File: config.mk
export PLATFORM = sky130hd
export DESIGN_NAME = branch_predictor
export DESIGN_NICKNAME = d
export VERILOG_FILES = /design/src/rtl/branch_predictor.sv
export SDC_FILE = /design/constraint.sdc
export NUM_CORES = 1
export LEC_CHECK = 0
export ABC_AREA = 0
export ABC_CLOCK_PERIOD_IN_PS = 5140
export CORE_MARGIN = 8
export CORE_UTILIZATION = 45
export DETAILED_ROUTE_END_ITERATION = 12
export PLACE_DENSITY = 0.66
export SETUP_SLACK_MARGIN = 0.4
export SLEW_MARGIN = 20
export SYNTH_ARGS = -nofsm -noshare
export SYNTH_HDL_FRONTEND = slang
export SYNTH_SLANG_ARGS = --single-unit
File: constraint.sdc
create_clock -name clk -period 5.14 [get_ports clk]
set_input_delay 0.514 -clock clk [delete_from_list [all_inputs] [get_ports clk]]
set_output_delay 0.514 -clock clk [all_outputs]
set_load 0.005 [all_outputs]
File: src/rtl/branch_predictor.sv
// Direct-mapped branch target buffer with a per-entry saturating direction counter.
// Lookup is combinational from pc_IF; resolved outcomes are written back one per cycle.
`timescale 1ns/1ps

module branch_predictor #(
  parameter int ADDR_WIDTH = 64,
  parameter int ENTRIES    = 16,
  parameter int TAG_WIDTH  = 8,
  parameter int CNT_WIDTH  = 2,
  parameter int PERF_WIDTH = 32
) (
  input  logic                  clk,
  input  logic                  rst,
  input  logic [ADDR_WIDTH-1:0] pc_IF,
  output logic                  pred_hit,
  output logic                  pred_taken,
  output logic [ADDR_WIDTH-1:0] pred_target,
  input  logic                  upd_valid,
  input  logic [ADDR_WIDTH-1:0] upd_pc,
  input  logic                  upd_is_jump,
  input  logic                  upd_taken,
  input  logic [ADDR_WIDTH-1:0] upd_target,
  input  logic                  upd_mispred,
  input  logic                  inv_all,
  output logic [PERF_WIDTH-1:0] perf_upd,
  output logic [PERF_WIDTH-1:0] perf_mispred
);

  localparam int IDX_W = $clog2(ENTRIES);
  localparam int TAG_LO = IDX_W + 2;
  localparam int TAG_HI = IDX_W + 1 + TAG_WIDTH;

  localparam logic [CNT_WIDTH-1:0] CNT_MAX = '1;
  localparam logic [CNT_WIDTH-1:0] CNT_WT  = CNT_WIDTH'(1) << (CNT_WIDTH - 1);
  localparam logic [CNT_WIDTH-1:0] CNT_WNT = CNT_WT - CNT_WIDTH'(1);

  logic                  r_valid  [ENTRIES];
  logic [TAG_WIDTH-1:0]  r_tag    [ENTRIES];
  logic                  r_isJump [ENTRIES];
  logic [CNT_WIDTH-1:0]  r_cnt    [ENTRIES];
  logic [ADDR_WIDTH-1:0] r_target [ENTRIES];

  logic [PERF_WIDTH-1:0] r_perfUpd;
  logic [PERF_WIDTH-1:0] r_perfMispred;

  logic [IDX_W-1:0]     w_lkIdx;
  logic [TAG_WIDTH-1:0] w_lkTag;
  logic [IDX_W-1:0]     w_updIdx;
  logic [TAG_WIDTH-1:0] w_updTag;
  logic                 w_lkHit;
  logic                 w_updHit;
  logic                 w_unusedBits;

  assign w_lkIdx  = pc_IF[IDX_W+1:2];
  assign w_lkTag  = pc_IF[TAG_HI:TAG_LO];
  assign w_updIdx = upd_pc[IDX_W+1:2];
  assign w_updTag = upd_pc[TAG_HI:TAG_LO];

  // Address bits above the partial tag and the halfword offset never reach the table.
  assign w_unusedBits = ^{pc_IF[ADDR_WIDTH-1:TAG_HI+1], pc_IF[1:0],
                          upd_pc[ADDR_WIDTH-1:TAG_HI+1], upd_pc[1:0]};

  assign w_lkHit  = r_valid[w_lkIdx] && (r_tag[w_lkIdx] == w_lkTag);
  assign w_updHit = r_valid[w_updIdx] && (r_tag[w_updIdx] == w_updTag);

  assign pred_hit    = w_lkHit;
  assign pred_taken  = w_lkHit && (r_isJump[w_lkIdx] || r_cnt[w_lkIdx][CNT_WIDTH-1]);
  assign pred_target = w_lkHit ? r_target[w_lkIdx] : '0;

  assign perf_upd     = r_perfUpd;
  assign perf_mispred = r_perfMispred;

  always_ff @(posedge clk) begin
    if (rst) begin
      for (int i = 0; i < ENTRIES; i++) begin
        r_valid[i] <= 1'b0;
        r_cnt[i]   <= CNT_WNT;
      end
      r_perfUpd     <= '0;
      r_perfMispred <= '0;
    end else begin
      if (upd_valid) begin
        r_perfUpd <= r_perfUpd + PERF_WIDTH'(1);
        if (upd_mispred) r_perfMispred <= r_perfMispred + PERF_WIDTH'(1);
      end
      // Invalidation wins over a concurrent update, which then leaves the table alone.
      if (inv_all) begin
        for (int i = 0; i < ENTRIES; i++) r_valid[i] <= 1'b0;
      end else if (upd_valid) begin
        if (w_updHit) begin
          if (upd_taken) begin
            if (r_cnt[w_updIdx] != CNT_MAX) r_cnt[w_updIdx] <= r_cnt[w_updIdx] + CNT_WIDTH'(1);
            r_target[w_updIdx] <= upd_target;
          end else if (r_cnt[w_updIdx] != '0) begin
            r_cnt[w_updIdx] <= r_cnt[w_updIdx] - CNT_WIDTH'(1);
          end
          r_isJump[w_updIdx] <= upd_is_jump;
        end else if (upd_taken) begin
          r_valid[w_updIdx]  <= 1'b1;
          r_tag[w_updIdx]    <= w_updTag;
          r_isJump[w_updIdx] <= upd_is_jump;
          r_cnt[w_updIdx]    <= CNT_WT;
          r_target[w_updIdx] <= upd_target;
        end
      end
    end
  end

endmodule

==> results.sh, run 1 <==
export IMPL_status="completed"
export IMPL_clkLatencyLatePin_ns=0.72
export IMPL_place_inst=4094
export IMPL_critical_path_top_delay_family="multiplexers"
export IMPL_clock_skew_ns=0.0243
export IMPL_arrival_ns=4.10
export IMPL_multi_input_area_sq_um=13100
export IMPL_path_cells="mux4_2 -> mux4_2 -> xnor2_2 -> nand4_1 -> nor4_4 -> buf_12 -> buf_12 -> and3_2 -> clkdlybuf4s50_1"
export IMPL_gp_congestion=0.808
export IMPL_track_usage_pct=19.0
export IMPL_power_w=0.0216
export IMPL_antenna_found_initial=10
export IMPL_placeableCoreArea_sq_um=113000
export IMPL_grt_pass1_wl_mm=178
export IMPL_fp_dieH_um=353
export IMPL_clk_pin_slew_ns=0.06
export IMPL_critPathKind="flop to output pin"
export IMPL_synth_distinct_cells=48
export IMPL_portBuffers=224
export IMPL_routed_via_density=5.89
export IMPL_synth_area_sq_um=51100
export IMPL_layout_nets=2934
export IMPL_min_path_type="input pin to flop"
export IMPL_dp_hpwl_mm=66.4
export IMPL_synth_ff_type="edfxtp_1"
export IMPL_crit_buf_inv=3
export IMPL_fin_crit_ns=4.61
export IMPL_final_antenna_net_count=0
export IMPL_grt_ovfl_total=0
export IMPL_rsz0062_at_grt="true"
export IMPL_clockBufferDepth=3
export IMPL_synth_edff_count=1200
export IMPL_slew_headroom_pct=31.0
export IMPL_p_per_area_nw_per_um2=358
export IMPL_tritoncts="done"
export IMPL_wl_per_cell_um=27.7
export IMPL_routed_wl_mm=120
export IMPL_n_fill_cell=8649
export IMPL_synth_seq_cells=1280
export IMPL_clock_fmax_mhz=217
export IMPL_dieWidth_um=353
export IMPL_io_pins=329
export IMPL_numCtsBuffers=133
export IMPL_first_iter_violations=2258
export IMPL_grt_pass1_vias=27100
export IMPL_ys_seq_area_share_pct=73.6
export IMPL_synth_top_area_cell="edfxtp_1"
export IMPL_cp_end_kind="output pin"
export IMPL_async_reset_ff_share_pct=0
export IMPL_drv_cap=0
export IMPL_worst_ep_required_time_ns=4.63
export IMPL_setup_viol=0
export IMPL_syn_avg_cell_area_sq_um=21.1
export IMPL_postSynthCellCount=2424
export IMPL_syn_nets=2625
export IMPL_htreeDepth=4
export IMPL_drive_gt1_share_pct=26.4
export IMPL_yosys_area_top_type_share_pct=70.5
export IMPL_dpl_worst_slack_ns=0.367
export IMPL_final_hold_viol_count=0
export IMPL_area_growth_pct=17.7
export IMPL_clock_root_buffer="clkbuf_16"
export IMPL_register_area_sq_um=37600
export IMPL_num_vias=25600
export IMPL_drc=0
export IMPL_final_setup_tns_ns=0
export IMPL_ir_worst_vdd_mv=0.219
export IMPL_cpPeakStageDelay_ns=0.54
export IMPL_fp_dieArea_sq_um=125000
export IMPL_crit_slowest_cell="clkdlybuf4s50_1"
export IMPL_synth_warnings=0
export IMPL_start_util_pct=45.4
export IMPL_cts_sinks=1280
export IMPL_leakagePower_nw=19.0
export IMPL_dr_pass1_iters=5
export IMPL_synth_area_leaders="edfxtp_1 (70%), mux4_2 (17%), dfxtp_1 (3.1%), and3_1 (0.88%), xor2_1 (0.81%)"
export IMPL_timing_final_crit_share_pct=89.7
export IMPL_num_rows=123
export IMPL_setup_ws_ns=0.529
export IMPL_grt_max_degree=157
export IMPL_hold_buffers=0
export IMPL_finalMaxSlewViolations=0
export IMPL_cp_start_kind="flop"
export IMPL_worst_pin_slew_ns=1.03
export IMPL_instances_no_fill=4344
export IMPL_cp_max_fo=23
-- path summary, 6_finish.rpt --
check	cells after the start	start	slack, ns	to
max reg2reg	9	r_tag[3][5]$_DFFE_PP_	1.66	r_cnt[0][0]$_SDFFCE_PN1P_
min reg2reg	2	r_valid[12]$_DFF_P_	0.48	r_valid[12]$_DFF_P_
min	5	rst	0.34	r_valid[12]$_DFF_P_
max	9	r_tag[15][3]$_DFFE_PP_	0.53	pred_target[28]
-- report_power, final --
part	switching, W	internal [W]
Combinational	0.000541	0.000463
Clock	0.00386	0.00523
Sequential	0.0000173	0.0114
-- tightest hold or removal path, stage by stage --
cell and delay (ns):
buf_2 0.09, nor2_1 0.05, buf_4 0.21, nand2_1 0.09, o31ai_1 0.05
-- through the flow --
stage	hold WS, ns	util (%)	instance area, sq um
5_1_grt	0.325	53.4	60100
6_report	0.343	53.4	60200
2_1_floorplan	0.437	-	51200
3_3_place_gp	0.460	49.6	55900
4_1_cts	0.266	53.3	60000
3_5_place_dp	0.467	49.6	55900
-- cell type report --
cell class | count | area share (%)
Antenna cell | 8 | 0.0333
Clock buffer | 172 | 5.95
Clock inverter | 66 | 0.884
Inverter | 6 | 0.0374
Multi-Input combinational cell | 992 | 21.7
Sequential cell | 1280 | 62.6
Tap cell | 1500 | 3.12
Timing Repair Buffer | 320 | 5.73
-- per-layer routing --
layer / track usage [%] / vias up / part of all wire (%)
met5: 0 / - / 0.034
met4: 4.69 / 6 / 2.0
met3: 4.14 / 171 / 7.1
met2: 31.8 / 903 / 50
met1: 25.5 / 13600 / 41
li1: - / 10900 / -
-- cells by family (layout without fill, tap and decap cells) --
| kind of cell | count (synthesis) | count (layout) | synth area share (%) |
|---|---|---|---|
| XOR/XNOR | 73 | 73 | 1.25 |
| AND/OR/NAND/NOR | 376 | 376 | 3.88 |
| adder cells (fa/ha/maj) | 2 | 2 | 0.0489 |
| AO/OA/AOI/OAI | 108 | 108 | 1.61 |
| buffers and inverters | 152 | 564 | 1.24 |
| flip-flops | 1280 | 1280 | 73.6 |
| other | 0 | 8 | 0 |
| multiplexers | 433 | 433 | 18.4 |
-- flip-flops by register name, indices dropped and copies added, names as in the netlist --
register	cells
perf_mispred	32
perf_upd	32
r_cnt	32
r_isJump	16
r_tag	128
r_target	1024
r_valid	16
-- placed cells by master, fill, tap and decap left out, drive strengths merged, types with 5 or more instances in the layout --
cell	count
a211oi	7
a21oi	22
a221oi	5
a311oi	16
and2	5
and3	72
and4	7
buf	103
bufinv	6
clkbuf	173
clkdlybuf4s50	206
clkinv	50
dfxtp	80
diode	8
dlymetal6s2s	10
edfxtp	1200
inv	14
mux2	12
mux2i	20
mux4	401
nand2	62
nand3	25
nand4	20
nor2	89
nor2b	12
nor3	46
nor4	5
o21ai	14
o22ai	5
o31ai	17
o41ai	16
or3	9
or4b	16
xnor2	26
xor2	47
-- synth_stat cells, types with 4 or more instances --
library cell  instances
mux2_2               12
o41ai_1              16
dfxtp_1              80
mux2i_1              20
nand2_1              62
or3_1                 9
a21oi_1              21
and4_1                7
inv_1                 6
o22ai_1               5
nor2b_1              12
a211oi_1              7
nand2b_1              4
and2_1                5
nor4_1                5
clkbuf_1            108
and3_1               72
nor2_1               89
edfxtp_1           1200
nor3_1               46
or4b_2               16
xor2_1               47
buf_6                 4
xnor2_1              26
a311oi_1              6
buf_1                17
a311oi_2             10
a221oi_1              5
o21ai_0              12
nand3_1              25
mux4_1                7
o31ai_1              17
buf_2                15
mux4_2              394
nand4_1              20
-- timing repair --
| action | CTS | global route |
|---|---|---|
| resized for setup | 4 | 19 |
| endpoints found under the setup margin | 16 | 40 |
| pin swaps | 1 | 2 |
| setup buffers | 3 | 0 |
| gates cloned | 0 | 1 |
Power figures use the tool's default switching activity.
==> run 2, diff against run 1 <==
Settings changed: CELL_PAD_IN_SITES_DETAIL_PLACEMENT from default to 1, CELL_PAD_IN_SITES_GLOBAL_PLACEMENT from default to 2, DONT_BUFFER_PORTS from default to 1, PLACE_DENSITY 0.66 to default, PLACE_DENSITY_LB_ADDON from default to 0.1.
==> results.sh, run 2 (same netlist as run 1, synthesis figures left out) <==
export IMPL_reg2reg_slack_ns=1.33
export IMPL_wl_per_cell_um=31.4
export IMPL_drv_cap=0
export IMPL_final_cell_area_sq_um=58500
export IMPL_cp_end_kind="output pin"
export IMPL_area_growth_pct=14.4
export IMPL_antenna_found_initial=7
export IMPL_placeableCoreArea_sq_um=113000
export IMPL_cpMostUsedCell="mux4_2"
export IMPL_p_sw_share_pct=20.0
export IMPL_fp_dieH_um=353
export IMPL_clk_pin_slew_ns=0.05
export IMPL_power_w=0.0220
export IMPL_most_common_layout_cells="edfxtp_1 (1200), mux4_2 (393), clkbuf_16 (148)"
export IMPL_largest_reg_flops=1024
export IMPL_worst_ep_required_time_ns=4.63
export IMPL_grt_max_degree=309
export IMPL_final_hold_viol_count=0
export IMPL_io_pins=329
export IMPL_regToRegStartpoint="r_tag[11][0]$_DFFE_PP_"
export IMPL_clockBufferDepth=3
export IMPL_final_antenna_net_count=0
export IMPL_rsz0062_at_grt="false"
export IMPL_utilization_pct=51.9
export IMPL_violations="slew limit"
export IMPL_clock_root_buffer="clkbuf_16"
export IMPL_setup_viol=0
export IMPL_sequentialPowerShare_pct=52.2
export IMPL_num_rows=123
export IMPL_min_path_type="input pin to flop"
export IMPL_regMostFlops="r_target"
export IMPL_reg_top3="r_target (1024), r_tag (128)"
export IMPL_n_fill_cell=9818
export IMPL_setup_ws_ns=0.692
export IMPL_ir_worst_vdd_mv=0.276
export IMPL_portBuffers=0
export IMPL_numCtsBuffers=140
export IMPL_grt_pass1_vias=27100
export IMPL_fp_dieArea_sq_um=125000
export IMPL_crit_slowest_cell="nor4_2"
export IMPL_clock_skew_ns=0.0158
export IMPL_clkPwrFrac_pct=44.3
export IMPL_tritoncts="done"
export IMPL_grt_ovfl_total=0
export IMPL_grt_pass1_wl_mm=190
export IMPL_dieWidth_um=353
export IMPL_crit_start="r_tag[13][3]$_DFFE_PP_"
export IMPL_cpPeakStageDelay_ns=0.50
export IMPL_r2r_end="r_cnt[5][0]$_SDFFCE_PN1P_"
export IMPL_routed_wl_mm=131
export IMPL_layout_nets=2755
export IMPL_drive_gt1_share_pct=26.8
export IMPL_hold_end="perf_mispred[2]$_SDFFE_PP0P_"
export IMPL_r2r_cells=7
export IMPL_status="complete, but fails checks"
export IMPL_slew_headroom_pct=-3.89
export IMPL_p_sw_w=0.00440
export IMPL_worst_pin_slew_ns=1.56
export IMPL_comb_power_share_pct=3.6
export IMPL_final_setup_tns_ns=0
export IMPL_dpl_worst_slack_ns=1.01
export IMPL_p_int_w=0.0176
export IMPL_cp_start_kind="flop"
export IMPL_htreeDepth=4
export IMPL_num_vias=24900
export IMPL_first_iter_violations=2136
export IMPL_timing_final_crit_share_pct=86.5
export IMPL_leakagePower_nw=18.3
export IMPL_arrival_ns=3.93
export IMPL_start_util_pct=45.4
export IMPL_routed_via_density=5.98
export IMPL_gp_congestion=0.750
export IMPL_drc=0
export IMPL_hold_depth=3
export IMPL_fin_crit_ns=4.45
export IMPL_cts_sinks=1280
export IMPL_dp_hpwl_mm=68.5
export IMPL_cp_max_fo=61
export IMPL_layout_commonest_cell="edfxtp_1"
export IMPL_critPathKind="flop to output pin"
export IMPL_p_per_area_nw_per_um2=376
export IMPL_clkLatencyLatePin_ns=0.73
export IMPL_path_cells="mux4_2 -> mux4_2 -> xnor2_1 -> nand4_1 -> nor4_2 -> buf_6 -> nand2_1 -> nor2_1"
export IMPL_dr_pass1_iters=5
export IMPL_postPlaceCellArea_sq_um=53200
export IMPL_hold_start="upd_mispred"
export IMPL_post_cts_buffers=0
export IMPL_clock_fmax_mhz=225
export IMPL_track_usage_pct=20.7
export IMPL_finalMaxSlewViolations=62
-- run 2: cell count changes in the layout (fill, tap and decap cells not counted), sizes merged, moves of 6 or more --
cell           delta
diode             -6
clkinv           +14
clkdlybuf4s50   -206
dlymetal6s2s     -10
dlygate4sd3      +77
buf              -46
-- run 2: cell type report --
class / instances / area [sq um] / area share [%]
Timing Repair Buffer: 134 / 1460 / 2.50
Multi-Input combinational cell: 992 / 13000 / 22.3
Sequential cell: 1280 / 37600 / 64.4
Inverter: 6 / 22.5 / 0.0385
Clock inverter: 81 / 643 / 1.10
Tap cell: 1500 / 1880 / 3.21
Antenna cell: 2 / 5.00 / 0.00856
Clock buffer: 170 / 3800 / 6.50
-- run 2: timing repair --
action                     in CTS  in global routing
gates resized for setup         0                  1
hold buffers                   78                  0
hold endpoints to repair     1231                  0
setup endpoints to repair       0                 17
-- run 2: worst max-delay path by stage --
| stage | to | depth (start not counted) |
|---|---|---|
| 2_1_floorplan | pred_target[0] | 8 |
| 3_3_place_gp | pred_taken | 8 |
| 3_5_place_dp | pred_taken | 8 |
| 4_1_cts | pred_taken | 8 |
| 5_1_grt | pred_taken | 8 |
| 6_report | pred_taken | 8 |
-- run 2: routing by layer --
metal	track usage (%)	routed length, um	vias to the layer above
met5	0	34	-
met4	5.17	2510	4
met3	4.28	6920	180
met2	35.2	66400	657
met1	27.4	54700	13600
li1	-	-	10500
-- run 2: critical path: cells and delay by family (launching register included) --
family                    cells  cell delay (ns)
muxes                         2             0.97
DFF                           1             0.40
buffers and inverters         1             0.48
and+or+nand+nor               4             1.08
xor gates and xnor gates      1             0.22
-- run 2: through the flow --
stage	hold slack, ns	instances
after floorplan	0.437	2424
after global placement	0.459	3834
after detailed placement	0.464	3834
after CTS	0.000248	4163
after global routing	0.0596	4163
final	0.0563	4165
-- run 2: power groups by stage --
stage | sequential, W | combinational, W | clock, W
2_1_floorplan | 0.0117 | 0.000614 | 0
3_3_place_gp | 0.0117 | 0.000591 | 0
3_5_place_dp | 0.0117 | 0.000598 | 0
4_1_cts | 0.0115 | 0.000779 | 0.00998
5_1_grt | 0.0115 | 0.000822 | 0.0103
6_report | 0.0115 | 0.000781 | 0.00973
==> run 3, diff against run 2 <==
Settings changed: CORE_UTILIZATION 45 to 34.
==> results.sh, run 3 (same netlist as run 1, synthesis figures left out) <==
export IMPL_status="completed"
export IMPL_most_common_layout_cells="edfxtp_1 (1200), mux4_2 (393), clkbuf_16 (150)"
export IMPL_worst_ep_required_time_ns=4.63
export IMPL_layout_nets=2766
export IMPL_drive_gt1_share_pct=26.9
export IMPL_clockBufferDepth=3
export IMPL_cts_sinks=1280
export IMPL_regMostFlops="r_target"
export IMPL_grt_pass1_wl_mm=204
export IMPL_fp_dieArea_sq_um=163000
export IMPL_num_rows=142
export IMPL_fin_crit_ns=4.47
export IMPL_p_per_area_nw_per_um2=378
export IMPL_clock_root_buffer="clkbuf_16"
export IMPL_worst_pin_slew_ns=1.26
export IMPL_rsz0062_at_grt="false"
export IMPL_leakagePower_nw=18.4
export IMPL_htreeDepth=4
export IMPL_timing_final_crit_share_pct=87.0
export IMPL_routed_via_density=5.31
export IMPL_first_iter_violations=1543
export IMPL_drc=0
export IMPL_critPathKind="flop to output pin"
export IMPL_tritoncts="done"
export IMPL_placeableCoreArea_sq_um=150000
export IMPL_clock_skew_ns=0.0268
export IMPL_cp_max_fo=60
export IMPL_postPlaceCellArea_sq_um=53800
export IMPL_clk_pin_slew_ns=0.06
export IMPL_top_layer_used="met5"
export IMPL_portBuffers=0
export IMPL_post_cts_buffers=0
export IMPL_start_util_pct=34.2
export IMPL_track_usage_pct=17.2
export IMPL_wl_per_cell_um=29.9
export IMPL_dieWidth_um=404
export IMPL_wl_met2_mm=70.6
export IMPL_drv_cap=0
export IMPL_grt_max_degree=309
export IMPL_dp_hpwl_mm=71.7
export IMPL_routed_wl_mm=141
export IMPL_cp_start_kind="flop"
export IMPL_gp_congestion=0.724
export IMPL_final_setup_tns_ns=0
export IMPL_setup_viol=0
export IMPL_cp_end_kind="output pin"
export IMPL_final_antenna_net_count=0
export IMPL_wl_met1_mm=59.4
export IMPL_antenna_found_initial=11
export IMPL_grt_pass1_vias=28400
export IMPL_io_pins=329
export IMPL_area_growth_pct=16.0
export IMPL_wl_met3_mm=7.40
export IMPL_num_vias=25000
export IMPL_reg_top3="r_target (1024), r_tag (128)"
export IMPL_fp_dieH_um=404
export IMPL_layout_commonest_cell="edfxtp_1"
export IMPL_numCtsBuffers=147
export IMPL_final_cell_area_sq_um=59300
export IMPL_clock_fmax_mhz=224
export IMPL_largest_reg_flops=1024
export IMPL_clkLatencyLatePin_ns=0.77
export IMPL_ir_worst_vdd_mv=0.262
export IMPL_min_path_type="input pin to flop"
export IMPL_arrival_ns=3.96
export IMPL_dr_pass1_iters=5
export IMPL_final_hold_viol_count=0
export IMPL_slew_headroom_pct=15.8
export IMPL_grt_ovfl_total=0
export IMPL_finalMaxSlewViolations=0
-- run 3: cell types whose count changed in the layout (fill, tap and decap cells not counted), moves of 2 or more --
cell	before	now
buf_12	19	12
clkinv_2	28	24
clkbuf_16	148	150
inv_16	1	3
buf_16	1	3
clkbuf_1	20	32
clkinvlp_4	3	1
bufinv_16	9	12
diode_2	2	4
clkinv_1	33	35
clkinv_8	1	3
buf_4	36	46
-- run 3: what timing repair did --
| action | CTS | global route |
|---|---|---|
| endpoints found under the setup margin | 1 | 1 |
| resized for setup | 1 | 2 |
| endpoints found under the hold margin | 1231 | 0 |
| hold buffers | 78 | 0 |
-- run 3: path summary, 6_finish.rpt --
kind | start | endpoint | slack [ns] | cells past startpoint
worst max-delay path | r_tag[5][3]$_DFFE_PP_ | pred_taken | 0.67 | 8
worst min-delay path | rst | perf_upd[6]$_SDFFE_PP0P_ | 0.11 | 2
worst max register to register | r_tag[2][0]$_DFFE_PP_ | r_cnt[5][1]$_SDFFCE_PN0P_ | 1.33 | 7
worst min register to register | r_valid[4]$_DFF_P_ | r_valid[4]$_DFF_P_ | 0.48 | 2
-- run 3: routing by layer --
layer | vias to the layer above | GRT usage [%]
li1 | 10500 | -
met5 | - | 0
met2 | 595 | 29.3
met4 | 2 | 4.74
met3 | 215 | 3.94
met1 | 13600 | 22.1
-- run 3: report_power, final --
part,total [W],switching [W],internal (W)
Sequential,0.0115,0.0000182,0.0114
Clock,0.0102,0.00419,0.00600
Combinational,0.000789,0.000363,0.000426
-- run 3: through the flow --
| stage | worst slack [ns] | std cells | power [W] | hold WS [ns] | util [%] |
|---|---|---|---|---|---|
| global placement | 0.927 | 4352 | 0.0123 | 0.459 | 35.9 |
| detailed placement | 0.924 | 4354 | 0.0123 | 0.469 | 36.0 |
| global route | 0.465 | 4699 | 0.0231 | 0.0835 | 39.7 |
| finish | 0.669 | 4703 | 0.0224 | 0.107 | 39.7 |
| floorplan | 1.27 | 2424 | 0.0123 | 0.437 | - |
| CTS | 0.492 | 4699 | 0.0228 | 0.0473 | 39.6 |
-- run 3: cell type report --
cell class / count / area (sq um)
Fill cell: 14200 / 90300
Sequential cell: 1280 / 37600
Inverter: 6 / 22.5
Timing Repair Buffer: 138 / 1440
Clock buffer: 185 / 3910
Clock inverter: 82 / 763
Antenna cell: 4 / 10.0
Tap cell: 2016 / 2520
Multi-Input combinational cell: 992 / 13000
-- run 3: worst max-delay path, cell delays in order, from the launching register on --
cell,delay [ns]
edfxtp_1,0.40
mux4_2,0.49
mux4_2,0.53
xnor2_1,0.19
nand4_1,0.27
nor4_2,0.53
buf_12,0.26
nand2_1,0.14
nor2_1,0.21
